[config.mk]
export PLATFORM = sky130hd
export DESIGN_NAME = disparo_sequencer
export DESIGN_NICKNAME = d
export VERILOG_FILES = /design/src/rtl/disparo_pkg.sv /design/src/rtl/leg_deadtime.sv /design/src/rtl/disparo_sequencer.sv
export SDC_FILE = /design/constraint.sdc
export NUM_CORES = 1
export LEC_CHECK = 0
export BUFFER_PORTS_ARGS = -buffer_cell sky130_fd_sc_hd__buf_2
export CAP_MARGIN = 20
export CELL_PAD_IN_SITES_DETAIL_PLACEMENT = 1
export CELL_PAD_IN_SITES_GLOBAL_PLACEMENT = 2
export CORE_MARGIN = 2
export CORE_UTILIZATION = 42
export CTS_BUF_LIST = sky130_fd_sc_hd__clkbuf_16
export DETAILED_ROUTE_END_ITERATION = 6
export PLACE_DENSITY = 0.86
export SETUP_SLACK_MARGIN = 0.4
export SLEW_MARGIN = 20
export SYNTH_ARGS = -nofsm -noshare
export SYNTH_HDL_FRONTEND = slang
export SYNTH_SLANG_ARGS = --single-unit
export TNS_END_PERCENT = 100
[constraint.sdc]
create_clock -name clk -period 15.85 [get_ports clk]
set_clock_uncertainty 0.1 [all_clocks]
set_input_delay 1.585 -clock clk [delete_from_list [all_inputs] [get_ports clk]]
set_output_delay 1.585 -clock clk [all_outputs]
set_load 0.01 [all_outputs]
[src/rtl/disparo_pkg.sv]
// disparo_pkg: shared definitions for the disparo_sequencer slice.
//   - state_t      : encoded sequencer states (IDLE=0, ARM=1, RUN=2, STOP=3, TRIP=4)
//   - NLEGS        : number of converter legs (one command bit each)
//   - SAFE_CMD_DEF : leg command word applied outside RUN (1010 per phase)
//   - gate_idx()   : position of a leg's upper/lower gate inside the 24-bit gate bus
package disparo_pkg;

  typedef enum logic [2:0] {
    ST_IDLE = 3'd0,
    ST_ARM  = 3'd1,
    ST_RUN  = 3'd2,
    ST_STOP = 3'd3,
    ST_TRIP = 3'd4
  } state_t;

  localparam int NLEGS = 12;

  localparam logic [11:0] SAFE_CMD_DEF = 12'hAAA;

  // Leg i drives gate[2i+1] (upper switch) and gate[2i] (lower switch).
  function automatic int gate_idx(input int leg, input logic upper);
    return leg + leg + (upper ? 32'sd1 : 32'sd0);
  endfunction

endpackage

[src/rtl/leg_deadtime.sv]
// leg_deadtime: complementary gate pair for one converter leg with dead-time insertion.
//   clk, rst   : clock, asynchronous active-high reset
//   force_off  : hold both switches off and keep the dead-time counter loaded
//   cmd_bit    : requested side (1 = upper on, 0 = lower on)
//   up, lo     : registered upper/lower gate drives, never both high
//   busy       : dead-time counter is nonzero
// Any change of cmd_bit switches both sides off on the next edge and reloads the
// counter; the requested side is driven on the edge where the counter reaches 0,
// so the both-off gap is exactly DT_CYCLES clocks.
module leg_deadtime import disparo_pkg::*; #(
  parameter int unsigned DT_CYCLES = 50,
  parameter logic        RESET_BIT = 1'b0
) (
  input  logic clk,
  input  logic rst,
  input  logic force_off,
  input  logic cmd_bit,
  output logic up,
  output logic lo,
  output logic busy
);

  localparam logic [9:0] DT_LOAD = 10'(DT_CYCLES);

  logic [9:0] cnt_r;
  logic       prev_r;
  logic       up_r;
  logic       lo_r;
  logic       chg_s;

  assign chg_s = cmd_bit ^ prev_r;

  // Change detection, dead-time countdown and gate pair drive.
  always_ff @(posedge clk or posedge rst) begin
    if (rst) begin
      cnt_r  <= 10'd0;
      prev_r <= RESET_BIT;
      up_r   <= RESET_BIT;
      lo_r   <= ~RESET_BIT;
    end else begin
      prev_r <= cmd_bit;
      if (force_off || chg_s) begin
        // Latest change wins: a change inside the gap restarts it.
        cnt_r <= DT_LOAD;
        up_r  <= 1'b0;
        lo_r  <= 1'b0;
      end else if (cnt_r != 10'd0) begin
        cnt_r <= cnt_r - 10'd1;
        if (cnt_r == 10'd1) begin
          up_r <= cmd_bit;
          lo_r <= ~cmd_bit;
        end else begin
          up_r <= 1'b0;
          lo_r <= 1'b0;
        end
      end else begin
        up_r <= cmd_bit;
        lo_r <= ~cmd_bit;
      end
    end
  end

  assign up   = up_r;
  assign lo   = lo_r;
  assign busy = (cnt_r != 10'd0);

endmodule

[src/rtl/disparo_sequencer.sv]
// disparo_sequencer: start/stop/trip sequencer and 24-output dead-time gate stage
// between the firing-pattern generator and the MMC gate-driver pins.
//   clk, rst     : 50 MHz clock, asynchronous active-high reset
//   period_flag  : single-cycle switching-period boundary strobe
//   fo_cmd[11:0] : leg commands {phC,phB,phA}, each {sa2,sb2,sa1,sb1}
//   enable       : run request (level)
//   fault        : external/overcurrent fault (level), forces TRIP
//   clr_trip     : single-cycle trip acknowledge
//   gate_out[23:0]  : leg i -> [2i+1]=upper, [2i]=lower
//   state[2:0]      : encoded state (IDLE=0, ARM=1, RUN=2, STOP=3, TRIP=4)
//   running         : high only in RUN
//   cmd_active[11:0]: command word currently applied to the dead-time stage
//   chk_err         : sticky shoot-through checker flag (only with SHOOT_THROUGH_CHK_EN)
// Optional feature macro: SHOOT_THROUGH_CHK_EN adds the gate-pair overlap checker
// and the chk_err port; without it neither exists.
module disparo_sequencer import disparo_pkg::*; #(
  parameter int unsigned DT_CYCLES   = 50,
  parameter int unsigned ARM_PERIODS = 4,
  parameter logic [11:0] SAFE_CMD    = SAFE_CMD_DEF
) (
  input  logic        clk,
  input  logic        rst,
  input  logic        period_flag,
  input  logic [11:0] fo_cmd,
  input  logic        enable,
  input  logic        fault,
  input  logic        clr_trip,
  output logic [23:0] gate_out,
  output logic [2:0]  state,
  output logic        running,
  output logic [11:0] cmd_active
`ifdef SHOOT_THROUGH_CHK_EN
  ,
  output logic        chk_err
`endif
);

  localparam logic [3:0] ARM_LAST = 4'(ARM_PERIODS - 32'd1);

  state_t      state_r;
  logic [3:0]  arm_cnt_r;
  logic        stop_safe_r;
  logic        running_r;
  logic [11:0] cmd_active_r;
  logic [11:0] cmd_prev_r;
  logic [11:0] pending_s;
  logic [NLEGS-1:0] up_s;
  logic [NLEGS-1:0] lo_s;
  logic [NLEGS-1:0] busy_s;
  logic [23:0] gate_s;
  logic        trip_req_s;
  logic        force_off_s;

  // Legs whose new command bit has not yet reached their change detector.
  assign pending_s = cmd_active_r ^ cmd_prev_r;

`ifdef SHOOT_THROUGH_CHK_EN
  localparam logic DT_SHORT = (DT_CYCLES < 32'd2);

  logic ovl_s;
  logic guard_s;
  logic chk_viol_s;
  logic chk_err_r;

  // Overlap detector on the registered gate pairs.
  always_comb begin
    ovl_s = 1'b0;
    for (int i = 0; i < NLEGS; i++) begin
      ovl_s = ovl_s | (gate_s[gate_idx(i, 1'b1)] & gate_s[gate_idx(i, 1'b0)]);
    end
  end

  // A too-short dead time cannot absorb a command change landing mid-gap.
  assign guard_s    = DT_SHORT & (|(pending_s & busy_s));
  assign chk_viol_s = ovl_s | guard_s;
  assign trip_req_s = fault | chk_viol_s;

  // Sticky checker error, set on violation, cleared by trip acknowledge.
  always_ff @(posedge clk or posedge rst) begin
    if (rst) begin
      chk_err_r <= 1'b0;
    end else if (chk_viol_s) begin
      chk_err_r <= 1'b1;
    end else if (clr_trip) begin
      chk_err_r <= 1'b0;
    end
  end

  assign chk_err = chk_err_r;
`else
  assign trip_req_s = fault;
`endif

  // Gates go off in the same edge that enters TRIP, and stay loaded with a full
  // dead time through the exit edge so every leg restarts with a complete gap.
  assign force_off_s = trip_req_s | (state_r == ST_TRIP);

  // Sequencer FSM with arm counter and period-aligned command latch.
  always_ff @(posedge clk or posedge rst) begin
    if (rst) begin
      state_r      <= ST_IDLE;
      arm_cnt_r    <= 4'd0;
      stop_safe_r  <= 1'b0;
      running_r    <= 1'b0;
      cmd_active_r <= SAFE_CMD;
    end else if (trip_req_s) begin
      state_r      <= ST_TRIP;
      arm_cnt_r    <= 4'd0;
      stop_safe_r  <= 1'b0;
      running_r    <= 1'b0;
      cmd_active_r <= SAFE_CMD;
    end else begin
      case (state_r)
        ST_IDLE: begin
          cmd_active_r <= SAFE_CMD;
          running_r    <= 1'b0;
          stop_safe_r  <= 1'b0;
          if (enable) begin
            state_r   <= ST_ARM;
            arm_cnt_r <= 4'd0;
          end
        end
        ST_ARM: begin
          if (!enable) begin
            state_r <= ST_IDLE;
          end else if (period_flag) begin
            if (arm_cnt_r == ARM_LAST) begin
              state_r      <= ST_RUN;
              running_r    <= 1'b1;
              cmd_active_r <= fo_cmd;
            end else begin
              arm_cnt_r <= arm_cnt_r + 4'd1;
            end
          end
        end
        ST_RUN: begin
          if (!enable) begin
            state_r   <= ST_STOP;
            running_r <= 1'b0;
            // A boundary coinciding with the stop request applies SAFE at once.
            if (period_flag) begin
              cmd_active_r <= SAFE_CMD;
              stop_safe_r  <= 1'b1;
            end
          end else if (period_flag) begin
            cmd_active_r <= fo_cmd;
          end
        end
        ST_STOP: begin
          if (!stop_safe_r) begin
            if (period_flag) begin
              cmd_active_r <= SAFE_CMD;
              stop_safe_r  <= 1'b1;
            end
          end else if (!(|busy_s) && !(|pending_s)) begin
            state_r     <= ST_IDLE;
            stop_safe_r <= 1'b0;
          end
        end
        ST_TRIP: begin
          cmd_active_r <= SAFE_CMD;
          if (clr_trip) begin
            state_r <= ST_IDLE;
          end
        end
        default: begin
          state_r      <= ST_IDLE;
          running_r    <= 1'b0;
          cmd_active_r <= SAFE_CMD;
        end
      endcase
    end
  end

  // One-cycle delayed copy of the applied command for change tracking.
  always_ff @(posedge clk or posedge rst) begin
    if (rst) begin
      cmd_prev_r <= SAFE_CMD;
    end else begin
      cmd_prev_r <= cmd_active_r;
    end
  end

  for (genvar g = 0; g < NLEGS; g++) begin : g_leg
    leg_deadtime #(
      .DT_CYCLES (DT_CYCLES),
      .RESET_BIT (SAFE_CMD[g])
    ) u_leg (
      .clk       (clk),
      .rst       (rst),
      .force_off (force_off_s),
      .cmd_bit   (cmd_active_r[g]),
      .up        (up_s[g]),
      .lo        (lo_s[g]),
      .busy      (busy_s[g])
    );
    assign gate_s[gate_idx(g, 1'b1)] = up_s[g];
    assign gate_s[gate_idx(g, 1'b0)] = lo_s[g];
  end

  assign gate_out   = gate_s;
  assign state      = state_r;
  assign running    = running_r;
  assign cmd_active = cmd_active_r;

endmodule

==> results by group, run 1 <==
Run status
  – Status: completed

Clocking
  – Worst-skew pair later-pin latency: 440 ps
  – Root buffer cell: clkbuf_16
  – Hold_buf cts: 0
  – CTS Buf Count: 17
  – Post-CTS Setup Inserts: 0
  – Longest Clk Path Bufs: 2
  – Clock transition at path regs: 70 ps
  – Post-CTS resize count: 0
  – H-tree depth: 4
  – CTS tree: built
  – Clock Sinks: 177

Power
  – Clk pwr share: 0.455
  – Sequential share of power: 0.465
  – Internal power: 768 uW
  – Worst vdd ir: 0.0658 mV
  – Pwr Density: 102 nW/um^2
  – Switching share of power: 0.248
  – LEAKAGE: 0.00433 uW
  – Combinational share of power: 0.080
  – Switch Pwr: 253 uW

Min path
  – HP Start: cmd_active[3]$_DFFE_PP1P_
  – Hold Crit Depth: 0
  – Hold crit path type: flop to flop
  – WHS Endpoint: cmd_prev_r[3]$_DFF_PP1_

GRT
  – GR Util met3: 0.0521
  – Grt met2 use: 0.330
  – Gr usage total: 0.200
  – Initial antenna violation count: 3
  – GR met1 Demand/Resource: 0.266
  – Global-route wire length before repair: 35700 um
  – Largest net degree at the start of global routing: 106
  – Gr busiest metal: met2
  – Vias in the first global route: 6993
  – Total gr overflow: 0

Detailed routing
  – # DRC: 0
  – Routed wire length: 21400 um
  – DR iter-0 viols: 282
  – Drt wl/cell: 17.1 um
  – Initial DRT Pass Iterations: 4
  – Post-route ant nets: 0
  – Routed vias: 6601
  – Vias/cell: 5.28

Logic synthesis
  – Mapped Cells: 929
  – Synth top cells by count: dfrtp_1 (153), nor2_1 (137), nand2_1 (111), xor2_1 (53), xnor2_1 (40)
  – Post-synthesis cell area: 9040 um^2
  – Largest cells by area after synthesis: dfrtp_1 (42%), dfstp_2 (7.0%), nor2_1 (5.7%), xor2_1 (5.1%), ha_1 (5.1%)
  – Syn_area_per_cell: 9.73 um^2
  – Seq/Total Area, Yosys: 0.493
  – Netlist cell types: 55
  – Yosys top cell by area: dfrtp_1
  – Synth async-reset ratio: 1.00
  – Most numerous cell in the Yosys netlist: dfrtp_1
  – Syn nets: 984
  – Syn. warnings: 0
  – Top-area cell type share of the netlist area: 0.423
  – Top FF cell, synth: dfrtp_1
  – Flops & latches, synth: 177
  – Post-synth EDFFs: 0

Worst setup path
  – CP startpoint kind: primary input
  – Setup CP Type: primary input to flop
  – Reg2reg path depth: 7
  – Largest stage delay on the critical path: 630 ps
  – Crit path cell chain: buf_2 -> nor4bb_1 -> nand2_1 -> o21ai_0 -> o32ai_1 -> nor3_2 -> a22o_1
  – Worst-path fanout max: 11
  – R2R Path Start: g_leg[6].u_leg.cnt_r[0]$_DFFE_PP0P_
  – Reg2Reg Setup Slack: 12800 ps
  – Worst R2R End: stop_safe_r$_DFFE_PP0P_
  – Critical Path RT: 16120 ps
  – Crit. End Element: flop
  – CP max stage cell: nor3_2
  – Crit path DAT: 3600 ps

Placed design
  – Detail Placement HPWL: 15100 um
  – Dpl ws: 12150 ps
  – Post-DP Area: 9390 um^2
  – IO Port Bufs: 57
  – RePlAce Congestion: 0.757

Timing
  – Max-slew headroom: 0.372
  – RSZ-0062 raised after global routing: no
  – Final setup vio count: 0
  – TNS Setup: 0 ps
  – Worst Tran Pin Value: 933 ps
  – Fmax: 300 MHz
  – Fin worst setup slack: 12520 ps
  – Final worst-path cycle share: 0.210
  – Pins Over Slew Limit: 0
  – Final hold vios: 0
  – Final min period: 3330 ps

Cells and area
  – Total Nets Final: 1015
  – Filler Cell Count: 2441
  – Area grow syn2layout: 11.0%
  – Final Cell Area: 10000 um^2
  – Share of layout cells above drive strength 1: 0.137

Floorplanning
  – Top Ports: 58
  – Die width: 151 um
  – Die Ht: 151 um
  – Row cnt: 53
  – Initial Util: 0.429
  – Core area: 21100 um^2
  – Die area: 22700 um^2

Job
  – Max_cap viols: 0
[power groups by stage]
stage	clock (uW)	sequential (uW)	combinational [uW]
6_report	465	475	81.9
3_3_place_gp	0	483	80.2
5_1_grt	494	476	94.5
2_1_floorplan	0	479	60.3
3_5_place_dp	0	483	82.7
4_1_cts	475	475	84.0
[worst max-delay path, delay by kind of cell]
family	cells	cell delay, ps
buffers and inverters	1	140
AO/OA/AOI/OAI	3	690
AND/OR/NAND/NOR	3	1180
[logic make-up (layout without fill, tap and decap cells)]
logic type               Yosys count  in the layout  synth area share
AO/OA/AOI/OAI                     77             77            0.0529
XOR/XNOR                          93             93            0.0901
adder cells (fa/ha/maj)           37             37            0.0512
buffers and inverters             81            125            0.0487
flip-flops                       177            177             0.493
multiplexers                      11             11            0.0127
other                              0              2                 0
AND/OR/NAND/NOR                  453            453             0.251
[cell type report]
class                      count  area, um^2  area share
sequential                   177        4460       0.444
multi-input combinational    671        4150       0.414
clock buffer                  17         425      0.0424
tap                          275         344      0.0343
timing repair buffer          59         300      0.0299
clock inverter                15         216      0.0216
inverter                      34         135      0.0135
antenna                        2        5.00    0.000499
[worst max path at each step]
| stage | startpoint | to | slack [ps] | cells after the start |
|---|---|---|---|---|
| 6_report | period_flag | cmd_active[6]$_DFFE_PP0P_ | 12520 | 7 |
| 3_3_place_gp | period_flag | cmd_active[6]$_DFFE_PP0P_ | 12260 | 7 |
| 3_5_place_dp | period_flag | cmd_active[6]$_DFFE_PP0P_ | 12150 | 7 |
| 4_1_cts | period_flag | cmd_active[4]$_DFFE_PP0P_ | 12570 | 7 |
| 5_1_grt | period_flag | cmd_active[4]$_DFFE_PP0P_ | 12250 | 7 |
| 2_1_floorplan | rst | arm_cnt_r[0]$_DFFE_PP0P_ | 9400 | 1 |
[layout by cell type, fill, tap and decap left out, drive strengths merged, types with 6 or more instances in the layout]
| cell type | count |
|---|---|
| xnor2 | 40 |
| nand3b | 9 |
| mux2i | 7 |
| or4 | 19 |
| clkinv | 6 |
| nor2 | 137 |
| dfrtp | 153 |
| nor4 | 22 |
| a22o | 6 |
| xor2 | 53 |
| o21ai | 27 |
| buf | 59 |
| dfstp | 24 |
| clkbuf | 17 |
| nand4b | 11 |
| nor3 | 38 |
| inv | 34 |
| a21oi | 20 |
| nand2 | 112 |
| nor3b | 7 |
| nand3 | 32 |
| or3 | 12 |
| nand2b | 9 |
| and2 | 16 |
| ha | 37 |
[through the flow]
stage               utilization  hold WS, ps  power [uW]  std cells
floorplan                     -          280         539        929
global placement          0.445          309         563       1216
detailed placement        0.445          306         566       1216
CTS                       0.476          319        1030       1248
global route              0.476          325        1070       1248
finish                    0.476          317        1020       1250
[routing by layer]
| metal | vias up | share of wire |
|---|---|---|
| li1 | 3184 | - |
| met1 | 3318 | 0.47 |
| met2 | 78 | 0.48 |
| met3 | 19 | 0.043 |
| met4 | 2 | 0.0094 |
| met5 | - | 0.00061 |
[flip-flops by register name (all words and copies together), names as in the netlist, 3 cells and up]
signal	cells
g_leg.u_leg.cnt_r	120
cmd_active	12
cmd_prev_r	12
g_leg.u_leg.lo	12
g_leg.u_leg.up	12
arm_cnt_r	4
state	3
Power figures use the tool's default switching activity.
==> inputs of run 2 (changes only) <==
--- a/config.mk
+++ b/config.mk
@@ -10,10 +10,10 @@
 export CELL_PAD_IN_SITES_DETAIL_PLACEMENT = 1
 export CELL_PAD_IN_SITES_GLOBAL_PLACEMENT = 2
 export CORE_MARGIN = 2
-export CORE_UTILIZATION = 42
+export CORE_UTILIZATION = 35
 export CTS_BUF_LIST = sky130_fd_sc_hd__clkbuf_16
 export DETAILED_ROUTE_END_ITERATION = 6
-export PLACE_DENSITY = 0.86
+export PLACE_DENSITY = 0.76
 export SETUP_SLACK_MARGIN = 0.4
 export SLEW_MARGIN = 20
 export SYNTH_ARGS = -nofsm -noshare
==> constraint.sdc (replaced) <==
create_clock -name clk -period 3 [get_ports clk]
set_clock_uncertainty 0.1 [all_clocks]
set_input_delay 0.3 -clock clk [delete_from_list [all_inputs] [get_ports clk]]
set_output_delay 0.3 -clock clk [all_outputs]
set_load 0.01 [all_outputs]
==> results by group, run 2 (synthesis results as in run 1) <==
GRT
  – Global-route wire length before repair: 36000 um (+0.73%)
  – Total gr overflow: 0 (unchanged)
  – Initial antenna violation count: 2 (-1)
  – Gr usage total: 0.167 (-0.0331)
  – Vias in the first global route: 7053 (+0.86%)
  – Largest net degree at the start of global routing: 75 (-29%)

Floorplanning
  – Initial Util: 0.358 (-0.0707)
  – Die Ht: 165 um (+9.3%)
  – Die area: 27100 um^2 (+19%)
  – Die width: 165 um (+9.3%)
  – Row cnt: 58 (+9.4%)
  – Core area: 25300 um^2 (+20%)
  – Top Ports: 58 (unchanged)

Worst setup path
  – Setup CP Type: flop to flop
  – Crit path DAT: 2700 ps (-900 ps)
  – Crit path cell chain: or4_4 -> nor4_4 -> nand3b_1 -> or4_4 -> nor4_4 -> o22ai_1
  – Worst-path fanout max: 6 (-5)
  – Largest stage delay on the critical path: 580 ps (-50 ps)
  – CP startpoint kind: flop
  – Critical Path RT: 3200 ps (-12920 ps)
  – Crit. End Element: flop
  – CP max stage cell: or4_4

Job
  – Max_cap viols: 0 (unchanged)

Timing
  – Min Hold Slack: 17.6 ps (-299 ps)
  – RSZ-0062 raised after global routing: no
  – Final min period: 2500 ps
  – Max-slew headroom: 0.615 (+0.242)
  – Final worst-path cycle share: 0.832
  – TNS Setup: 0 ps (unchanged)
  – Final hold vios: 0 (unchanged)
  – Final setup vio count: 0 (unchanged)
  – Fmax: 400 MHz
  – Pins Over Slew Limit: 0 (unchanged)
  – Worst Tran Pin Value: 574 ps (-359 ps)

Detailed routing
  – Routed vias: 6611 (+0.15%)
  – Initial DRT Pass Iterations: 4 (unchanged)
  – Drt wl/cell: 15.9 um (-7.0%)
  – Post-route ant nets: 0 (unchanged)
  – Vias/cell: 4.94 (-6.4%)
  – # DRC: 0 (unchanged)
  – Routed wire length: 21300 um (-0.43%)
  – DR iter-0 viols: 305 (+8.2%)

Clocking
  – Clock transition at path regs: 60 ps (about the same)
  – Clock Sinks: 177 (unchanged)
  – Root buffer cell: clkbuf_16
  – Worst-skew pair later-pin latency: 430 ps (about the same)
  – CTS Buf Count: 17 (unchanged)
  – CTS tree: built
  – H-tree depth: 4 (unchanged)
  – Longest Clk Path Bufs: 2 (unchanged)

Min path
  – Hold crit path type: primary input to flop

Power
  – LEAKAGE: 0.00448 uW (+3.4%)
  – Worst vdd ir: 0.444 mV (+570%)
  – Pwr Density: 500 nW/um^2 (+390%)

Cells and area
  – Filler Cell Count: 2937 (+20%)
  – Share of layout cells above drive strength 1: 0.162 (+0.0250)
  – Antenna cells: 0 (-2)
  – Most frequent cells in the layout: dfrtp_1 (153), nor2_1 (137), nand2_1 (111)
  – Total Nets Final: 1050 (+3.4%)
  – Biggest register: g_leg.u_leg.cnt_r
  – Largest register FFs: 120 (unchanged)
  – Sequential cell area: 4460 um^2 (unchanged)
  – Commonest non-fill, non-tap cell in the layout: dfrtp_1
  – Area grow syn2layout: 15.0%
  – Multi-input logic area: 4230 um^2 (+1.9%)

Placed design
  – Detail Placement HPWL: 15500 um (+2.8%)
  – RePlAce Congestion: 0.807 (+6.6%)
  – IO Port Bufs: 57 (unchanged)

Run status
  – Status: completed
[run 2: changes by cell type in the layout (fill, tap and decap cells not counted), moves of 2 or more]
| cell | previous run | this run |
|---|---|---|
| buf_4 | 2 | 30 |
| dlygate4sd3_1 | 0 | 6 |
| clkinv_1 | 1 | 5 |
| bufinv_16 | 5 | 3 |
| clkinv_2 | 3 | 1 |
| diode_2 | 2 | 0 |
| inv_1 | 33 | 35 |
| nor4_1 | 19 | 17 |
| nor4_4 | 2 | 4 |
[run 2: layout make-up]
type	instances	area share
clock buffers	17	0.0409
clock inverters	15	0.0148
inverters	34	0.0126
multi-input cells	671	0.406
flip-flops and latches	177	0.429
well taps	330	0.0397
repair buffers	94	0.0568
[run 2: stage by stage]
step           total power, uW  area, um^2  instances   util  setup slack (ps)
2_1_floorplan             2850        9040        929      -               353
3_3_place_gp              3000        9660       1297  0.383               436
3_5_place_dp              3010        9660       1297  0.383               381
4_1_cts                   5270       10300       1335  0.408               421
5_1_grt                   5450       10400       1338  0.412               394
6_report                  5200       10400       1338  0.412               503
[run 2: power breakdown]
| group | internal, uW | switching (uW) |
|---|---|---|
| Clock | 1290 | 942 |
| Sequential | 2440 | 64.3 |
| Combinational | 168 | 291 |
| Total | 3900 | 1300 |
[run 2: what timing repair did]
action                     in CTS  in global routing
setup endpoints to repair       3                 20
buffers inserted                0                  3
hold buffers                    6                  0
resized for setup               1                 11
hold endpoints to repair       23                  0
pin swaps                       1                  2
[run 2: worst paths after layout]
| kind | endpoint | cells past startpoint | startpoint | slack, ps |
|---|---|---|---|---|
| max | stop_safe_r$_DFFE_PP0P_ | 6 | g_leg[11].u_leg.cnt_r[2]$_DFFE_PP0P_ | 500 |
| min | cmd_active[3]$_DFFE_PP1P_ | 3 | fo_cmd[3] | 20 |
| max reg2reg | stop_safe_r$_DFFE_PP0P_ | 6 | g_leg[11].u_leg.cnt_r[2]$_DFFE_PP0P_ | 500 |
| min reg2reg | cmd_prev_r[9]$_DFF_PP1_ | 0 | cmd_active[9]$_DFFE_PP1P_ | 300 |
| max in group asynchronous | cmd_prev_r[1]$_DFF_PP1_ | 4 | rst | 1640 |
| min in group asynchronous | g_leg[4].u_leg.cnt_r[7]$_DFFE_PP0P_ | 3 | rst | 360 |
[run 2: metal layers]
metal,GRT usage,up-vias,routed length (um)
li1,-,3247,-
met1,0.220,3257,10200
met2,0.278,81,10100
met3,0.0357,22,706
met4,0.0490,4,280
met5,0,-,26
[run 2: critical path: cells and delay by family, from the launching register on]
family	cells	cell delay [ps]
AND/OR/NAND/NOR	5	1700
AO/OA/AOI/OAI	1	130
flip-flops	1	430
==> inputs of run 3 (changes only) <==
--- a/config.mk
+++ b/config.mk
@@ -5,15 +5,16 @@
 export SDC_FILE = /design/constraint.sdc
 export NUM_CORES = 1
 export LEC_CHECK = 0
+export ABC_AREA = 1
 export BUFFER_PORTS_ARGS = -buffer_cell sky130_fd_sc_hd__buf_2
 export CAP_MARGIN = 20
 export CELL_PAD_IN_SITES_DETAIL_PLACEMENT = 1
 export CELL_PAD_IN_SITES_GLOBAL_PLACEMENT = 2
 export CORE_MARGIN = 2
-export CORE_UTILIZATION = 35
+export CORE_UTILIZATION = 34
 export CTS_BUF_LIST = sky130_fd_sc_hd__clkbuf_16
 export DETAILED_ROUTE_END_ITERATION = 6
-export PLACE_DENSITY = 0.76
+export PLACE_DENSITY = 0.78
 export SETUP_SLACK_MARGIN = 0.4
 export SLEW_MARGIN = 20
 export SYNTH_ARGS = -nofsm -noshare
==> constraint.sdc (replaced) <==
create_clock -name clk -period 2.2 [get_ports clk]
set_clock_uncertainty 0.1 [all_clocks]
set_input_delay 0.22 -clock clk [delete_from_list [all_inputs] [get_ports clk]]
set_output_delay 0.22 -clock clk [all_outputs]
set_load 0.01 [all_outputs]
==> results by group, run 3 <==
Floorplanning
  – Core area: 27600 um^2 (+9.4%)
  – Initial Util: 0.343 (-0.0152)
  – Die Ht: 171 um (+3.7%)
  – Row cnt: 61 (+5.2%)
  – Die width: 171 um (+3.7%)
  – Die area: 29200 um^2 (+7.6%)
  – Top Ports: 58 (unchanged)

Timing
  – Min Hold Slack: 2.03 ps (-15.6 ps)
  – Worst Tran Pin Value: 610 ps (+36.5 ps)
  – Max-slew headroom: 0.593 (-0.0214)
  – Fmax: 557 MHz (+39%)
  – Final hold vios: 0 (unchanged)
  – TNS Setup: 0 ps (unchanged)
  – Final min period: 1790 ps (-703 ps)
  – Final setup vio count: 0 (unchanged)
  – RSZ-0062 raised after global routing: yes
  – Pins Over Slew Limit: 0 (unchanged)
  – Final worst-path cycle share: 0.816 (-0.0167)

GRT
  – Total gr overflow: 0 (unchanged)
  – Global-route wire length before repair: 43100 um (+20%)
  – Vias in the first global route: 8435 (+20%)
  – Initial antenna violation count: 1 (-1)
  – Largest net degree at the start of global routing: 71 (-5.3%)
  – Gr usage total: 0.188 (+0.0212)

Detailed routing
  – Vias/cell: 4.80 (-2.9%)
  – DR iter-0 viols: 331 (+8.5%)
  – Routed wire length: 26700 um (+26%)
  – Initial DRT Pass Iterations: 4 (unchanged)
  – # DRC: 0 (unchanged)
  – Post-route ant nets: 0 (unchanged)
  – Drt wl/cell: 15.6 um (-2.1%)
  – Routed vias: 8224 (+24%)

Cells and area
  – Largest register FFs: 120 (unchanged)
  – Most frequent cells in the layout: inv_1 (154), dfrtp_1 (143), nand2_1 (138)
  – Final Cell Area: 12100 um^2 (+16%)
  – Filler Cell Count: 3330 (+13%)
  – Total Nets Final: 1379 (+31%)
  – Biggest register: g_leg.u_leg.cnt_r
  – Antenna cells: 0 (unchanged)
  – Commonest non-fill, non-tap cell in the layout: inv_1
  – Area grow syn2layout: 27.8%
  – Share of layout cells above drive strength 1: 0.313 (+0.152)
  – Finished Layout Cells: 1715 (+28%)

Logic synthesis
  – Largest cells by area after synthesis: dfrtp_1 (40%), nor2_1 (7.3%), inv_1 (7.3%), dfstp_2 (6.7%), nand2_1 (6.6%)
  – Post-synthesis cell area: 9470 um^2 (+4.7%)
  – Top-area cell type share of the netlist area: 0.404 (-0.0192)
  – Seq/Total Area, Yosys: 0.471 (-0.0224)
  – Yosys top cell by area: dfrtp_1
  – Most numerous cell in the Yosys netlist: nor2_1
  – Mapped Cells: 1157 (+25%)
  – Syn. warnings: 0 (unchanged)
  – Syn_area_per_cell: 8.19 um^2 (-16%)
  – Netlist cell types: 42 (-24%)
  – Post-synth EDFFs: 0 (unchanged)
  – Flops & latches, synth: 177 (unchanged)
  – Top FF cell, synth: dfrtp_1
  – Synth async-reset ratio: 1.00 (unchanged)
  – Synth top cells by count: nor2_1 (185), inv_1 (184), nand2_1 (166), dfrtp_1 (153), a21oi_1 (66)
  – Syn nets: 1212 (+23%)

Min path
  – Hold Crit Depth: 3 (unchanged)
  – Hold crit path type: primary input to flop

Placed design
  – Placed insts: 1580 (+22%)
  – Post-DP Area: 10200 um^2 (+5.3%)
  – RePlAce Congestion: 0.818 (+1.4%)
  – Detail Placement HPWL: 18700 um (+20%)
  – IO Port Bufs: 57 (unchanged)

Clocking
  – CTS tree: built
  – Clock transition at path regs: 70 ps (about the same)
  – CTS Buf Count: 17 (unchanged)
  – Worst-skew pair later-pin latency: 440 ps (about the same)
  – H-tree depth: 4 (unchanged)
  – Root buffer cell: clkbuf_16
  – Clock Sinks: 177 (unchanged)
  – Longest Clk Path Bufs: 2 (unchanged)

Worst setup path
  – Reg2reg path depth: 8 (+2)
  – Worst-path fanout max: 5 (-1)
  – Crit path cell chain: nor2_4 -> inv_4 -> nor2_4 -> nor2_8 -> nand3_1 -> inv_1 -> o2111ai_1 -> nor2_1
  – Setup CP Type: flop to flop
  – CP max stage cell: dfrtp_2
  – Critical path depth in cells: 8 (+2)
  – Worst Path Buf+Inv: 2 (+2)
  – CP most frequent cell: nor2_4
  – Critical Path RT: 2420 ps (-780 ps)
  – Crit. End Element: flop
  – Largest stage delay on the critical path: 440 ps (-140 ps)
  – CP startpoint kind: flop
  – Crit path DAT: 2020 ps (-680 ps)
  – Crit path max-delay family: simple AND/OR/NAND/NOR gates

Run status
  – Status: completed

Job
  – Max_cap viols: 0 (unchanged)

Power
  – Total power: 7520 uW (+45%)
  – LEAKAGE: 0.00599 uW (+34%)
  – Worst vdd ir: 0.522 mV (+18%)
  – Pwr Density: 622 nW/um^2 (+24%)
[run 3: path summary, 6_finish.rpt]
path | slack [ps] | start | to
max in group asynchronous | 1090 | rst | g_leg[3].u_leg.cnt_r[4]$_DFFE_PP0P_
worst max register to register | 410 | state[1]$_DFFE_PP0P_ | g_leg[1].u_leg.lo$_DFF_PP0_
min in group asynchronous | 350 | rst | g_leg[2].u_leg.cnt_r[8]$_DFFE_PP0P_
worst min register to register | 300 | cmd_active[11]$_DFFE_PP1P_ | cmd_prev_r[11]$_DFF_PP1_
worst max-delay path | 410 | state[1]$_DFFE_PP0P_ | g_leg[1].u_leg.lo$_DFF_PP0_
worst min-delay path | 2 | fo_cmd[3] | cmd_active[3]$_DFFE_PP1P_
[run 3: area by class of cell]
class                   count  area, um^2  share of cell area
clock inverters            15         121              0.0100
flip-flops and latches    177        4470               0.369
repair buffers            185        1300               0.107
well taps                 378         473              0.0391
multi-input cells         749        4560               0.377
inverters                 194         752              0.0621
clock buffers              17         425              0.0351
[run 3: timing repair]
item	4_1_cts	5_1_grt
gates cloned	1	1
pin swaps	25	37
hold buffers	10	0
resized for setup	99	104
endpoints found under the setup margin	103	99
setup buffers	46	45
hold endpoints to repair	162	0
[run 3: per-stage QoR]
step	util	setup slack (ps)
finish	0.438	405
global route	0.438	302
CTS	0.414	345
detailed placement	0.368	116
global placement	0.368	81.4
floorplan	-	-367
[run 3: tightest hold or removal path: cells and delay by family]
kind | cells | cell delay, ps
compound gates | 2 | 190
buf+inv | 1 | 90
[run 3: where the power goes]
part | switching [uW] | leakage (uW) | total [uW] | internal, uW
combinational | 703 | 0.00353 | 1140 | 439
sequential | 89.2 | 0.00218 | 3450 | 3360
clock | 1380 | 0.000278 | 2930 | 1550
total | 2170 | 0.00599 | 7520 | 5350
[run 3: metal layers]
| layer | track usage | share of wire | up-vias |
|---|---|---|---|
| li1 | - | - | 4065 |
| met1 | 0.240 | 0.45 | 4051 |
| met2 | 0.322 | 0.50 | 77 |
| met3 | 0.0347 | 0.024 | 29 |
| met4 | 0.0626 | 0.019 | 2 |
| met5 | 0 | 0.00049 | - |
[run 3: logic make-up after synthesis]
family / share of synthesized area
buffers and inverters: 0.107
DFF: 0.471
xor gates and xnor gates: 0.0296
and+or+nand+nor: 0.223
adders and majority gates: 0.0489
AOI/OAI and AO/OA: 0.121
